--- src/rtl/xadc_drp_responder_pkg.sv ---
// Shared types and constants for the XADC DRP responder stand-in.
package xadc_drp_responder_pkg;

    localparam int XADC_DRP_ADDR_WIDTH = 7;
    localparam int XADC_DRP_DATA_WIDTH = 16;

    typedef logic [XADC_DRP_ADDR_WIDTH-1:0] xadc_drp_addr_t;
    typedef logic [XADC_DRP_DATA_WIDTH-1:0] xadc_drp_data_t;

    // Channel result registers and the writable configuration window
    localparam xadc_drp_addr_t XADC_DRP_ADDR_VOLTAGE_CHANNEL = 7'h03;
    localparam xadc_drp_addr_t XADC_DRP_ADDR_CURRENT_CHANNEL = 7'h10;
    localparam xadc_drp_addr_t XADC_DRP_ADDR_CONFIG_BASE     = 7'h40;

    localparam int XADC_DRP_RESPONDER_READ_LATENCY    = 4;
    localparam int XADC_DRP_RESPONDER_SEQUENCE_CYCLES = 104;
    localparam int XADC_DRP_RESPONDER_CONFIG_REGS     = 32;

    typedef enum logic {
        IDLE = 1'b0,
        BUSY = 1'b1
    } xadc_drp_responder_state_t;

    // One conversion result: voltage in the upper half of the stream word
    typedef struct packed {
        xadc_drp_data_t voltage;
        xadc_drp_data_t current;
    } xadc_sample_pair_t;

    // True when addr falls inside the configuration register window
    function automatic logic in_config_range(input xadc_drp_addr_t addr, input int unsigned regs);
        int unsigned a;
        int unsigned base;
        a    = 32'(addr);
        base = 32'(XADC_DRP_ADDR_CONFIG_BASE);
        return (a >= base) && (a < base + regs);
    endfunction

endpackage

--- src/rtl/xadc_drp_responder_if.sv ---
// DRP bus and AXI-Stream bundles used by the XADC responder.
interface xadc_drp_responder_if;
    import xadc_drp_responder_pkg::*;

    xadc_drp_addr_t xadc_daddr;
    logic           xadc_den;
    logic           xadc_dwe;
    xadc_drp_data_t xadc_di;
    logic           xadc_drdy;
    xadc_drp_data_t xadc_do;

    modport master (
        output xadc_daddr, xadc_den, xadc_dwe, xadc_di,
        input  xadc_drdy, xadc_do
    );

    modport slave (
        input  xadc_daddr, xadc_den, xadc_dwe, xadc_di,
        output xadc_drdy, xadc_do
    );
endinterface

interface axis_interface #(
    parameter int DATA_WIDTH = 32
);
    logic                    tvalid;
    logic                    tready;
    logic [DATA_WIDTH-1:0]   tdata;
    logic                    tlast;
    logic [DATA_WIDTH/8-1:0] tkeep;
    logic [7:0]              tid;
    logic [3:0]              tdest;
    logic                    tuser;

    modport Source (
        output tvalid, tdata, tlast, tkeep, tid, tdest, tuser,
        input  tready
    );

    modport Sink (
        input  tvalid, tdata, tlast, tkeep, tid, tdest, tuser,
        output tready
    );
endinterface

--- src/rtl/xadc_drp_responder_eos_sequencer.sv ---
// Free-running conversion-sequence counter producing a one-cycle EOS pulse
// each time the count wraps back to zero.
module xadc_eos_sequencer #(
    parameter int SEQUENCE_CYCLES = 104
) (
    input  logic xadc_dclk,
    input  logic xadc_reset,
    output logic eos_o
);

    localparam int              CNT_W = $clog2(SEQUENCE_CYCLES);
    localparam logic [CNT_W-1:0] LAST = CNT_W'(SEQUENCE_CYCLES - 1);

    logic [CNT_W-1:0] cnt_q, cnt_d;
    logic             eos_q, eos_d;

    // Next count; the pulse is registered so it lines up with the wrap to 0
    always_comb begin
        cnt_d = cnt_q + CNT_W'(1);
        eos_d = 1'b0;
        if (cnt_q == LAST) begin
            cnt_d = '0;
            eos_d = 1'b1;
        end
    end

    // Counter and pulse registers
    always_ff @(posedge xadc_dclk or posedge xadc_reset) begin
        if (xadc_reset) begin
            cnt_q <= '0;
            eos_q <= 1'b0;
        end else begin
            cnt_q <= cnt_d;
            eos_q <= eos_d;
        end
    end

    assign eos_o = eos_q;

endmodule

--- src/rtl/xadc_drp_responder.sv ---
// XADC DRP slave stand-in: fixed-latency DRP responder, config scratch
// registers, and channel registers refreshed from an AXIS stimulus slot at
// every end-of-sequence.
module xadc_drp_responder
    import xadc_drp_responder_pkg::*;
#(
    parameter int READ_LATENCY    = XADC_DRP_RESPONDER_READ_LATENCY,
    parameter int SEQUENCE_CYCLES = XADC_DRP_RESPONDER_SEQUENCE_CYCLES,
    parameter int CONFIG_REGS     = XADC_DRP_RESPONDER_CONFIG_REGS
) (
    input  logic                 xadc_dclk,
    input  logic                 xadc_reset,
    xadc_drp_responder_if.slave  drp,
    output logic                 xadc_eos,
    axis_interface.Sink          stimulus_stream,
    output logic [15:0]          underrun_count,
    output logic                 protocol_error
);

    localparam logic [3:0] LAT_LOAD = 4'(READ_LATENCY - 1);

    // ---------------- sequencer ----------------
    logic eos;

    xadc_eos_sequencer #(
        .SEQUENCE_CYCLES(SEQUENCE_CYCLES)
    ) u_eos_sequencer (
        .xadc_dclk (xadc_dclk),
        .xadc_reset(xadc_reset),
        .eos_o     (eos)
    );

    assign xadc_eos = eos;

    // ---------------- DRP FSM ----------------
    xadc_drp_responder_state_t state_q, state_d;
    logic [3:0]        lat_q, lat_d;
    xadc_drp_addr_t    addr_q;
    logic              dwe_q;
    xadc_drp_data_t    di_q;
    xadc_drp_data_t    snap_q;
    logic              perr_q;
    logic              drdy;
    logic              accept;
    logic              collide;

    // Next state, latency countdown and request acceptance; a request on the
    // completion cycle is taken as a fresh back-to-back transaction
    always_comb begin
        state_d = state_q;
        lat_d   = lat_q;
        drdy    = 1'b0;
        accept  = 1'b0;
        collide = 1'b0;
        case (state_q)
            IDLE: begin
                if (drp.xadc_den) accept = 1'b1;
            end
            BUSY: begin
                if (lat_q == 4'd0) begin
                    drdy    = 1'b1;
                    state_d = IDLE;
                    if (drp.xadc_den) accept = 1'b1;
                end else begin
                    lat_d = lat_q - 4'd1;
                    if (drp.xadc_den) collide = 1'b1;
                end
            end
            default: state_d = IDLE;
        endcase
        if (accept) begin
            state_d = BUSY;
            lat_d   = LAT_LOAD;
        end
    end

    // ---------------- config register file ----------------
    xadc_drp_data_t    cfg_q [CONFIG_REGS];
    logic              cfg_we;
    logic [6:0]        wr_offset;
    logic [6:0]        rd_offset;
    logic [CONFIG_REGS-1:0] cfg_sel;
    xadc_drp_data_t    rd_data;

    assign cfg_we    = drdy && dwe_q && in_config_range(addr_q, CONFIG_REGS);
    assign wr_offset = addr_q - XADC_DRP_ADDR_CONFIG_BASE;
    assign rd_offset = drp.xadc_daddr - XADC_DRP_ADDR_CONFIG_BASE;

    for (genvar gi = 0; gi < CONFIG_REGS; gi++) begin : g_cfg_sel
        assign cfg_sel[gi] = cfg_we && (wr_offset == 7'(gi));
    end

    // Config registers; a write lands at the end of its drdy cycle
    always_ff @(posedge xadc_dclk or posedge xadc_reset) begin
        if (xadc_reset) begin
            for (int i = 0; i < CONFIG_REGS; i++) cfg_q[i] <= '0;
        end else begin
            for (int i = 0; i < CONFIG_REGS; i++) begin
                if (cfg_sel[i]) cfg_q[i] <= di_q;
            end
        end
    end

    // ---------------- stimulus slot and channel registers ----------------
    xadc_sample_pair_t ch_q, ch_d;
    xadc_sample_pair_t slot_data_q, slot_data_d;
    logic              slot_full_q, slot_full_d;
    logic              tready_q, tready_d;
    logic [15:0]       underrun_q, underrun_d;
    logic              handshake;

    assign handshake = stimulus_stream.tvalid && tready_q;

    // EOS consumes the slot that was full before this cycle; a word handshaken
    // on the EOS cycle only refills the slot for the following sequence
    always_comb begin
        ch_d        = ch_q;
        slot_data_d = slot_data_q;
        slot_full_d = slot_full_q;
        underrun_d  = underrun_q;
        if (eos) begin
            if (slot_full_q) begin
                ch_d        = slot_data_q;
                slot_full_d = 1'b0;
            end else if (underrun_q != 16'hFFFF) begin
                underrun_d = underrun_q + 16'd1;
            end
        end
        if (handshake) begin
            slot_data_d = xadc_sample_pair_t'(stimulus_stream.tdata);
            slot_full_d = 1'b1;
        end
        tready_d = !slot_full_d;
    end

    // Read data for a request accepted this cycle; channel values are the
    // pre-EOS ones, and a config write completing now is forwarded
    always_comb begin
        rd_data = '0;
        if (drp.xadc_daddr == XADC_DRP_ADDR_VOLTAGE_CHANNEL) begin
            rd_data = ch_q.voltage;
        end else if (drp.xadc_daddr == XADC_DRP_ADDR_CURRENT_CHANNEL) begin
            rd_data = ch_q.current;
        end else if (in_config_range(drp.xadc_daddr, CONFIG_REGS)) begin
            for (int i = 0; i < CONFIG_REGS; i++) begin
                if (rd_offset == 7'(i)) rd_data = cfg_q[i];
            end
            if (cfg_we && (wr_offset == rd_offset)) rd_data = di_q;
        end
    end

    // DRP transaction, stimulus and status registers
    always_ff @(posedge xadc_dclk or posedge xadc_reset) begin
        if (xadc_reset) begin
            state_q     <= IDLE;
            lat_q       <= '0;
            addr_q      <= '0;
            dwe_q       <= 1'b0;
            di_q        <= '0;
            snap_q      <= '0;
            perr_q      <= 1'b0;
            ch_q        <= '0;
            slot_data_q <= '0;
            slot_full_q <= 1'b0;
            tready_q    <= 1'b0;
            underrun_q  <= '0;
        end else begin
            state_q     <= state_d;
            lat_q       <= lat_d;
            perr_q      <= perr_q | collide;
            ch_q        <= ch_d;
            slot_data_q <= slot_data_d;
            slot_full_q <= slot_full_d;
            tready_q    <= tready_d;
            underrun_q  <= underrun_d;
            if (accept) begin
                addr_q <= drp.xadc_daddr;
                dwe_q  <= drp.xadc_dwe;
                di_q   <= drp.xadc_di;
                snap_q <= rd_data;
            end
        end
    end

    assign drp.xadc_drdy          = drdy;
    assign drp.xadc_do            = drdy ? snap_q : '0;
    assign stimulus_stream.tready = tready_q;
    assign underrun_count         = underrun_q;
    assign protocol_error         = perr_q;

    // Sideband stream fields carry no meaning for this block
    logic unused_axis_sideband;
    assign unused_axis_sideband = ^{stimulus_stream.tlast, stimulus_stream.tkeep,
                                    stimulus_stream.tid, stimulus_stream.tdest,
                                    stimulus_stream.tuser};

endmodule

--- src/flat_wrapper.sv ---
// flat-port wrapper written by rule: the top's interface ports become plain ports
module xadc_drp_responder_flat import xadc_drp_responder_pkg::*;
#(
    parameter int READ_LATENCY    = XADC_DRP_RESPONDER_READ_LATENCY,
    parameter int SEQUENCE_CYCLES = XADC_DRP_RESPONDER_SEQUENCE_CYCLES,
    parameter int CONFIG_REGS     = XADC_DRP_RESPONDER_CONFIG_REGS
)
  (xadc_dclk, xadc_reset, xadc_eos, underrun_count, protocol_error, drp_xadc_daddr, drp_xadc_den, drp_xadc_dwe, drp_xadc_di, drp_xadc_drdy, drp_xadc_do, stimulus_stream_tvalid, stimulus_stream_tdata, stimulus_stream_tlast, stimulus_stream_tkeep, stimulus_stream_tid, stimulus_stream_tdest, stimulus_stream_tuser, stimulus_stream_tready);
  xadc_drp_responder_if drp_i ();
  axis_interface #(.DATA_WIDTH(32)) stimulus_stream_i ();
  input  logic xadc_dclk;
  input  logic xadc_reset;
  output logic xadc_eos;
  output logic [15:0] underrun_count;
  output logic protocol_error;
  input wire logic [$bits(drp_i.xadc_daddr)-1:0] drp_xadc_daddr;
  input wire logic [$bits(drp_i.xadc_den)-1:0] drp_xadc_den;
  input wire logic [$bits(drp_i.xadc_dwe)-1:0] drp_xadc_dwe;
  input wire logic [$bits(drp_i.xadc_di)-1:0] drp_xadc_di;
  output wire logic [$bits(drp_i.xadc_drdy)-1:0] drp_xadc_drdy;
  output wire logic [$bits(drp_i.xadc_do)-1:0] drp_xadc_do;
  input wire logic [$bits(stimulus_stream_i.tvalid)-1:0] stimulus_stream_tvalid;
  input wire logic [$bits(stimulus_stream_i.tdata)-1:0] stimulus_stream_tdata;
  input wire logic [$bits(stimulus_stream_i.tlast)-1:0] stimulus_stream_tlast;
  input wire logic [$bits(stimulus_stream_i.tkeep)-1:0] stimulus_stream_tkeep;
  input wire logic [$bits(stimulus_stream_i.tid)-1:0] stimulus_stream_tid;
  input wire logic [$bits(stimulus_stream_i.tdest)-1:0] stimulus_stream_tdest;
  input wire logic [$bits(stimulus_stream_i.tuser)-1:0] stimulus_stream_tuser;
  output wire logic [$bits(stimulus_stream_i.tready)-1:0] stimulus_stream_tready;
  assign drp_i.xadc_daddr = drp_xadc_daddr;
  assign drp_i.xadc_den = drp_xadc_den;
  assign drp_i.xadc_dwe = drp_xadc_dwe;
  assign drp_i.xadc_di = drp_xadc_di;
  assign drp_xadc_drdy = drp_i.xadc_drdy;
  assign drp_xadc_do = drp_i.xadc_do;
  assign stimulus_stream_i.tvalid = stimulus_stream_tvalid;
  assign stimulus_stream_i.tdata = stimulus_stream_tdata;
  assign stimulus_stream_i.tlast = stimulus_stream_tlast;
  assign stimulus_stream_i.tkeep = stimulus_stream_tkeep;
  assign stimulus_stream_i.tid = stimulus_stream_tid;
  assign stimulus_stream_i.tdest = stimulus_stream_tdest;
  assign stimulus_stream_i.tuser = stimulus_stream_tuser;
  assign stimulus_stream_tready = stimulus_stream_i.tready;
  xadc_drp_responder #(.READ_LATENCY(READ_LATENCY), .SEQUENCE_CYCLES(SEQUENCE_CYCLES), .CONFIG_REGS(CONFIG_REGS)) u_core (.xadc_dclk(xadc_dclk), .xadc_reset(xadc_reset), .drp(drp_i), .xadc_eos(xadc_eos), .stimulus_stream(stimulus_stream_i), .underrun_count(underrun_count), .protocol_error(protocol_error));
endmodule
--- config.mk ---
export PLATFORM = sky130hd
export DESIGN_NAME = xadc_drp_responder_flat
export DESIGN_NICKNAME = d
export VERILOG_FILES = /design/src/rtl/xadc_drp_responder_pkg.sv /design/src/rtl/xadc_drp_responder_if.sv /design/src/rtl/xadc_drp_responder_eos_sequencer.sv /design/src/rtl/xadc_drp_responder.sv /design/src/flat_wrapper.sv
export SDC_FILE = /design/constraint.sdc
export NUM_CORES = 1
export LEC_CHECK = 0
export BUFFER_PORTS_ARGS = -buffer_cell sky130_fd_sc_hd__buf_2
export CAP_MARGIN = 20
export CORE_MARGIN = 5
export CORE_UTILIZATION = 45
export CTS_CLUSTER_SIZE = 8
export DETAILED_ROUTE_END_ITERATION = 6
export PLACE_DENSITY = 0.66
export SLEW_MARGIN = 20
export SYNTH_ARGS = -nofsm -noshare
export SYNTH_HDL_FRONTEND = slang
export SYNTH_SLANG_ARGS = --single-unit
--- constraint.sdc ---
create_clock -name xadc_dclk -period 47.9 [get_ports xadc_dclk]
set_clock_uncertainty 0.05 [all_clocks]
set_input_delay 4.79 -clock xadc_dclk [delete_from_list [all_inputs] [get_ports xadc_dclk]]
set_output_delay 4.79 -clock xadc_dclk [all_outputs]
set_load 0.02 [all_outputs]
## After elaboration in Yosys (flattened, before gate mapping)

Cells that the tools add are included.

| cells by class | value |
|---|---|
| $add $sub $neg | 5 |
| $lt $le $gt $ge | 4 |
| eq/ne operators | 68 |
| muxes and demuxes | 54 |
| bitwise operators | 3 |
| reductions and logical operators | 46 |

Operator list:

| operator | number |
|---|---|
| 16-bit two-way mux | 37 |
| 7-bit by 5-bit == test with 1-bit output (second input constant) | 33 |
| 7-bit by 4-bit == test with 1-bit output (second input constant) | 16 |
| 7-bit by 3-bit == test with 1-bit output (second input constant) | 8 |
| 1-bit logical AND | 38 |
| 7-bit by 2-bit == test with 1-bit output (second input constant) | 5 |
| 16-bit by 1-bit adder with 16-bit output (second input constant) | 1 |
| 16-bit != test (second input constant) | 1 |
| 7-bit by 1-bit == test with 1-bit output (second input constant) | 2 |
| 7-bit >= comparator (second input constant) | 2 |
| 7-bit logical NOT | 2 |
| 7-bit < comparator (second input constant) | 2 |
| 7-bit subtractor (second input constant) | 2 |
| 1-bit two-way mux | 12 |
| 4-bit two-way mux | 3 |
| 7-bit by 1-bit adder with 7-bit output (second input constant) | 1 |
| 7-bit == test | 1 |
| 7-bit == test (second input constant) | 1 |
| 7-bit two-way mux | 1 |
| 4-bit logical NOT | 1 |
| 2-bit AND reduction | 2 |
| 4-bit by 1-bit subtractor with 4-bit output (second input constant) | 1 |
| 3-bit AND reduction | 1 |
| 2-bit by 1-bit != test with 1-bit output (second input constant) | 1 |
| other kinds (5) | 6 |

| storage, ports and cells | value |
|---|---|
| bits in registers | 648 |
| input port bits | 78 |
| output and inout bits | 36 |
| word-level logic and storage cells | 228 |

## Logic depth before layout (Yosys ltp)

| logic depth | value |
|---|---|
| depth in word-level cells | 38 |
| mapped depth | 12 |
| gate-level depth less buffers | 9 |

## By module

Synthesis repeated with hierarchy kept, for this count alone.

| second synthesis, totals | value |
|---|---|
| cells, all modules | 2,405 |
| area, all modules | 29,927.5 µm² |

Modules (own cells, without submodules):

| module | times used | cells each | area each (µm²) | seq. area each (µm²) |
|---|---|---|---|---|
| xadc_drp_responder | 1 | 2,376 | 29,577.1 | 16,015.4 |
| xadc_eos_sequencer | 1 | 29 | 350.3 | 200.2 |

## Worst setup path before layout

Ideal clock, no wire load.

| timing | value |
|---|---|
| path type | input port to flip-flop |
| start point | in drp_xadc_daddr[1] |
| end point | reg u_core.snap_q[14] |
| setup time | 147 ps |
| arrival | 6,530 ps |
| required time | 47,703 ps |
| path slack | 41,174 ps |
| stages | 9 |
| buffers on the path | 4 |
| cell sequence | buf_2 buf_4 buf_2 buf_2 mux4_2 a21oi_1 nor4_1 o41ai_1 o221ai_1 |

| between the ends | value |
|---|---|
| word-level cells in the longest chain between the ends | 38 |
| elaborated cells on any way between the ends | 76 |
| classes of those cells | 1 x add/sub; 2 x order compare; 34 x eq/ne; 36 x mux; 3 x reduce/logical |

RTL lines:

| item | line | text |
|---|---|---|
| from (decl) | flat_wrapper.sv:16 | `input wire logic [$bits(drp_i.xadc_daddr)-1:0] drp_xadc_daddr;` |
| 7-bit subtractor | xadc_drp_responder.sv:87 | `assign rd_offset = drp.xadc_daddr - XADC_DRP_ADDR_CONFIG_BASE;` |
| 7-bit logical NOT | xadc_drp_responder.sv:146 | `if (rd_offset == 7'(i)) rd_data = cfg_q[i];` |
| 16-bit two-way mux (32 in a row) | xadc_drp_responder.sv:146 |  |
| 16-bit two-way mux | xadc_drp_responder.sv:148 | `if (cfg_we && (wr_offset == rd_offset)) rd_data = di_q;` |
| 16-bit two-way mux | xadc_drp_responder.sv:144 | `end else if (in_config_range(drp.xadc_daddr, CONFIG_REGS)) begin` |
| 16-bit two-way mux | xadc_drp_responder.sv:142 | `end else if (drp.xadc_daddr == XADC_DRP_ADDR_CURRENT_CHANNEL) begin` |
| 16-bit two-way mux * | xadc_drp_responder.sv:140 | `if (drp.xadc_daddr == XADC_DRP_ADDR_VOLTAGE_CHANNEL) begin` |
| to (signal assigned) | xadc_drp_responder.sv:180 | `snap_q <= rd_data;` |
| to (decl) | xadc_drp_responder.sv:41 | `xadc_drp_data_t snap_q;` |

Mark *: on every way between the ends. The rest lies on a longest branch, timed or not.
A chain may end at the register's enable or synchronous reset.

## Worst setup path in the final report

| timing | value |
|---|---|
| start point | in drp_xadc_daddr[1] |
| end point | reg u_core.snap_q[8] |

Same word-level chain as after synthesis.

==> impl_metrics.prom <==
# TYPE chip_impl_metric gauge
chip_impl_info{name="run_status",value="finished clean"} 1
chip_impl_metric{name="slowest_delay",unit="ns"} 0.83
chip_impl_info{name="synth.area.top_cells",value="dfrtp_1 53%, mux2_2 22%, mux4_2 2.4%, nand2_1 2.2%, o21ai_0 1.5%"} 1
chip_impl_metric{name="fmax",unit="GHz"} 0.113
chip_impl_metric{name="initial_utilization",unit="%"} 45.4
chip_impl_info{name="worst_path_max_delay_cell",value="a2111oi_1"} 1
chip_impl_metric{name="drtAntennaViolNets",unit=""} 0
chip_impl_metric{name="ctsHoldBuffers",unit=""} 0
chip_impl_metric{name="post_drt_via_cell_ratio",unit=""} 6.44
chip_impl_metric{name="power.leakage",unit="nW"} 16.5
chip_impl_metric{name="ir_worst_vdd",unit="V"} 0.0000368
chip_impl_metric{name="drt-pass1-iter-count",unit=""} 6
chip_impl_metric{name="yosys.area.top_type_share",unit="%"} 53.1
chip_impl_metric{name="worst-endpoint-required",unit="ns"} 48.31
chip_impl_metric{name="post_synth_edffs",unit=""} 0
chip_impl_metric{name="h-tree-depth",unit=""} 3
chip_impl_info{name="tritoncts_clock_tree",value="done"} 1
chip_impl_info{name="timing.critical_path.mode_cell",value="buf_4"} 1
chip_impl_metric{name="synthesized_instance_count",unit=""} 2452
chip_impl_info{name="post-synth-top-area-cell",value="dfrtp_1"} 1
chip_impl_metric{name="cts_sinks",unit=""} 648
chip_impl_info{name="final_cell_mix",value="648 x dfrtp_1, 596 x mux2_2, 177 x nand2_1, 93 x buf_2, 92 x clkbuf_16"} 1
chip_impl_metric{name="tritoncts.num_buffers",unit=""} 91
chip_impl_metric{name="fp.dieH",unit="microns"} 271
chip_impl_info{name="critPathCaptureType",value="flip-flop"} 1
chip_impl_metric{name="timing.max_cap.violations",unit=""} 0
chip_impl_metric{name="finalCritPeriodShare",unit="%"} 18.4
chip_impl_info{name="crit_path_start_kind",value="primary input"} 1
chip_impl_metric{name="route.detailed.drc",unit=""} 0
chip_impl_metric{name="hpwl",unit="microns"} 59300
chip_impl_metric{name="cts_setup_buffers",unit=""} 0
chip_impl_metric{name="max_slew_margin",unit="%"} 19.8
chip_impl_metric{name="fin_util",unit="%"} 50.7
chip_impl_metric{name="global_route.overflow_total",unit=""} 0
chip_impl_info{name="worstPathCellList",value="buf_6 -> buf_4 -> buf_4 -> nor2b_4 -> buf_4 -> nand2_1 -> o22ai_1 -> a21oi_1 -> a2111oi_1 -> o22ai_1"} 1
chip_impl_metric{name="hold-worst-slack",unit="ns"} 0.404
chip_impl_metric{name="post_synth_instance_area",unit="sq um"} 30500
chip_impl_info{name="cts_root_buffer",value="clkbuf_16"} 1
chip_impl_metric{name="post_cts_sizing",unit=""} 0
chip_impl_metric{name="overall_routed_net_length",unit="microns"} 95800
chip_impl_metric{name="placeableCoreArea",unit="sq um"} 67300
chip_impl_metric{name="routed_wire_length_per_instance",unit="microns"} 28.3
chip_impl_metric{name="numnets_final",unit=""} 2584
chip_impl_metric{name="synth-seq-cells",unit=""} 648
chip_impl_metric{name="fin_total_pwr",unit="W"} 0.00138
chip_impl_metric{name="final_number_of_hold_violating_endpoints",unit=""} 0
chip_impl_metric{name="yosys_warnings",unit=""} 0
chip_impl_metric{name="finalSetupViolCount",unit=""} 0
chip_impl_metric{name="finalInstanceArea",unit="sq um"} 34100
chip_impl_info{name="grt_setup_unrepaired",value="false"} 1
chip_impl_metric{name="post_route_cells_drive_above_1_share",unit="%"} 37.1
chip_impl_metric{name="grt_max_degree",unit=""} 127
chip_impl_info{name="timing.setup.critical_path_class",value="in -> reg"} 1
chip_impl_metric{name="layout_min_cycle_time",unit="ns"} 8.83
chip_impl_metric{name="globalRouteTotalUtil",unit="%"} 25.8
chip_impl_metric{name="final_max_slew_viol_count",unit=""} 0
chip_impl_metric{name="syn-num-nets",unit=""} 2533
chip_impl_metric{name="clock_tree.buffer_depth",unit=""} 3
chip_impl_metric{name="timing.critical_path.fanout_max",unit=""} 56
chip_impl_metric{name="violation_count_after_the_first_detailed_routing_iteration",unit=""} 2096
chip_impl_metric{name="design.portCount",unit=""} 114
chip_impl_metric{name="power.density_cell_area",unit="nW/um^2"} 40.3
chip_impl_metric{name="via_count",unit=""} 21800
chip_impl_metric{name="postPlaceCellArea",unit="sq um"} 31700
chip_impl_metric{name="area_growth_syn_to_layout",unit="%"} 11.8
chip_impl_metric{name="worstSkewPairLatency",unit="ns"} 0.66
chip_impl_info{name="most_common_cell_after_layout_fill_and_taps_aside",value="dfrtp_1"} 1
chip_impl_metric{name="critical_path_buffer_and_inverter_count",unit=""} 4
chip_impl_metric{name="globalplace.congestion",unit=""} 0.928
chip_impl_metric{name="tightestPinTransition",unit="ns"} 1.20
chip_impl_metric{name="portBuffers",unit=""} 95
chip_impl_metric{name="yosys.cell_types.count",unit=""} 85
chip_impl_metric{name="grt_antenna_before_repair",unit=""} 2
chip_impl_metric{name="floorplan.die_area",unit="sq um"} 73200
chip_impl_metric{name="total_negative_slack",unit="ns"} 0
chip_impl_metric{name="arrival",unit="ns"} 9.24
chip_impl_metric{name="synth_async_sr_flop_share",unit="%"} 100
chip_impl_metric{name="floorplan.die.width",unit="microns"} 271
chip_impl_metric{name="synth.avg_cell_area",unit="sq um"} 12.5
chip_impl_info{name="hp-class",value="reg -> reg"} 1
chip_impl_metric{name="grt_pass1_wl",unit="microns"} 144000
chip_impl_info{name="cp_top_family",value="buffers and inverters"} 1
chip_impl_metric{name="clk_pin_slew_worst_paths",unit="ns"} 0.05
chip_impl_metric{name="synth_sequential_area_ratio",unit="%"} 53.1
chip_impl_info{name="synth_flop_cell",value="dfrtp_1"} 1
chip_impl_metric{name="number_of_global_route_vias_before_repair",unit=""} 22500
chip_impl_metric{name="rows",unit=""} 95
path summary, 6_finish.rpt:
path                                                       from                              end  slack [ns]  depth (start not counted)
worst max-delay path                          drp_xadc_daddr[1]                 u_core.snap_q[8]       39.07                         10
worst min-delay path            u_core.u_eos_sequencer.cnt_q[0]  u_core.u_eos_sequencer.cnt_q[0]        0.40                          1
worst max register to register                  u_core.lat_q[0]                 u_core.cfg_q[30]       43.66                          7
worst min register to register  u_core.u_eos_sequencer.cnt_q[0]  u_core.u_eos_sequencer.cnt_q[0]        0.40                          1
max in group asynchronous                            xadc_reset                u_core.cfg_q[220]       41.22                          4
min in group asynchronous                            xadc_reset                u_core.cfg_q[477]        4.25                          2
layer usage:
metal	share of wire [%]	routed length [microns]	vias to the layer above	GRT usage, %
met5	0	0	-	0
li1	-	-	9025	-
met2	45	43100	1124	39.0
met4	5.1	4930	0	12.3
met3	9.3	8880	282	6.88
met1	41	38900	11400	34.7
cells in the mapped netlist (all sizes together), types with 5 or more instances:
library cell  instances
a2111oi              11
a211oi               12
a21o                  7
a21oi                88
a221oi               22
a22o                  9
a22oi                31
a31oi                11
a32oi                10
and2                 24
and3                  7
buf                 120
clkbuf               80
dfrtp               648
inv                  18
mux2                596
mux2i                32
mux4                 32
nand2               177
nand2b               14
nand3                42
nand4                12
nor2                 94
nor2b                18
nor3                 40
nor3b                 9
nor4                  6
o2111ai               6
o211ai               11
o21a                  5
o21ai                94
o21bai                5
o221ai               12
o22ai                33
o2bb2ai               7
o31ai                 5
o32ai                 9
or3                   9
xnor2                19
xor2                  6
cell type report:
cell class              count  area, sq um
diodes                      1         2.50
clock buffers              94         2310
clock inverters             7          120
fillers                  5737        33100
inverters                  18         75.1
multi-input cells        1586        13300
flip-flops and latches    648        16200
well taps                 873         1090
repair buffers            158          980
state kept, by name, summed over array words and instances, names as in the netlist, 4 cells and up:
signal	cells
u_core.addr_q	7
u_core.slot_data_q	32
u_core.di_q	16
u_core.lat_q	4
u_core.cfg_q	512
u_core.snap_q	16
u_core.ch_q	32
u_core.u_eos_sequencer.cnt_q	7
u_core.underrun_count	16
power breakdown:
group,switching (W),internal (W)
Combinational,0.000159,0.0000506
Sequential,0.0000241,0.000570
Clock,0.000233,0.000339
Total,0.000416,0.000960
worst register-to-register path: stages, from the launching register on:
cell	delay (ns)
dfrtp_1	0.38
inv_1	0.09
ha_1	0.20
and4bb_2	0.60
nand3_2	0.28
nor3b_1	0.90
nand2_1	1.03
mux2_2	0.60
kinds of logic after synthesis:
kind of cell / count (synthesis) / synth area share (%)
multiplexers: 660 / 25.4
flip-flops: 648 / 53.1
AND/OR/NAND/NOR: 474 / 7.91
buffers and inverters: 218 / 3.36
AO/OA/AOI/OAI: 424 / 9.42
XOR/XNOR: 25 / 0.717
adder cells (fa/ha/maj): 3 / 0.123
per-stage QoR:
stage | worst slack, ns | std cells
3_3_place_gp | 38.53 | 3282
2_1_floorplan | 24.90 | 2452
5_1_grt | 39.17 | 3384
3_5_place_dp | 38.60 | 3283
6_report | 39.07 | 3385
4_1_cts | 39.22 | 3384
(Power assumes the default switching activity.)
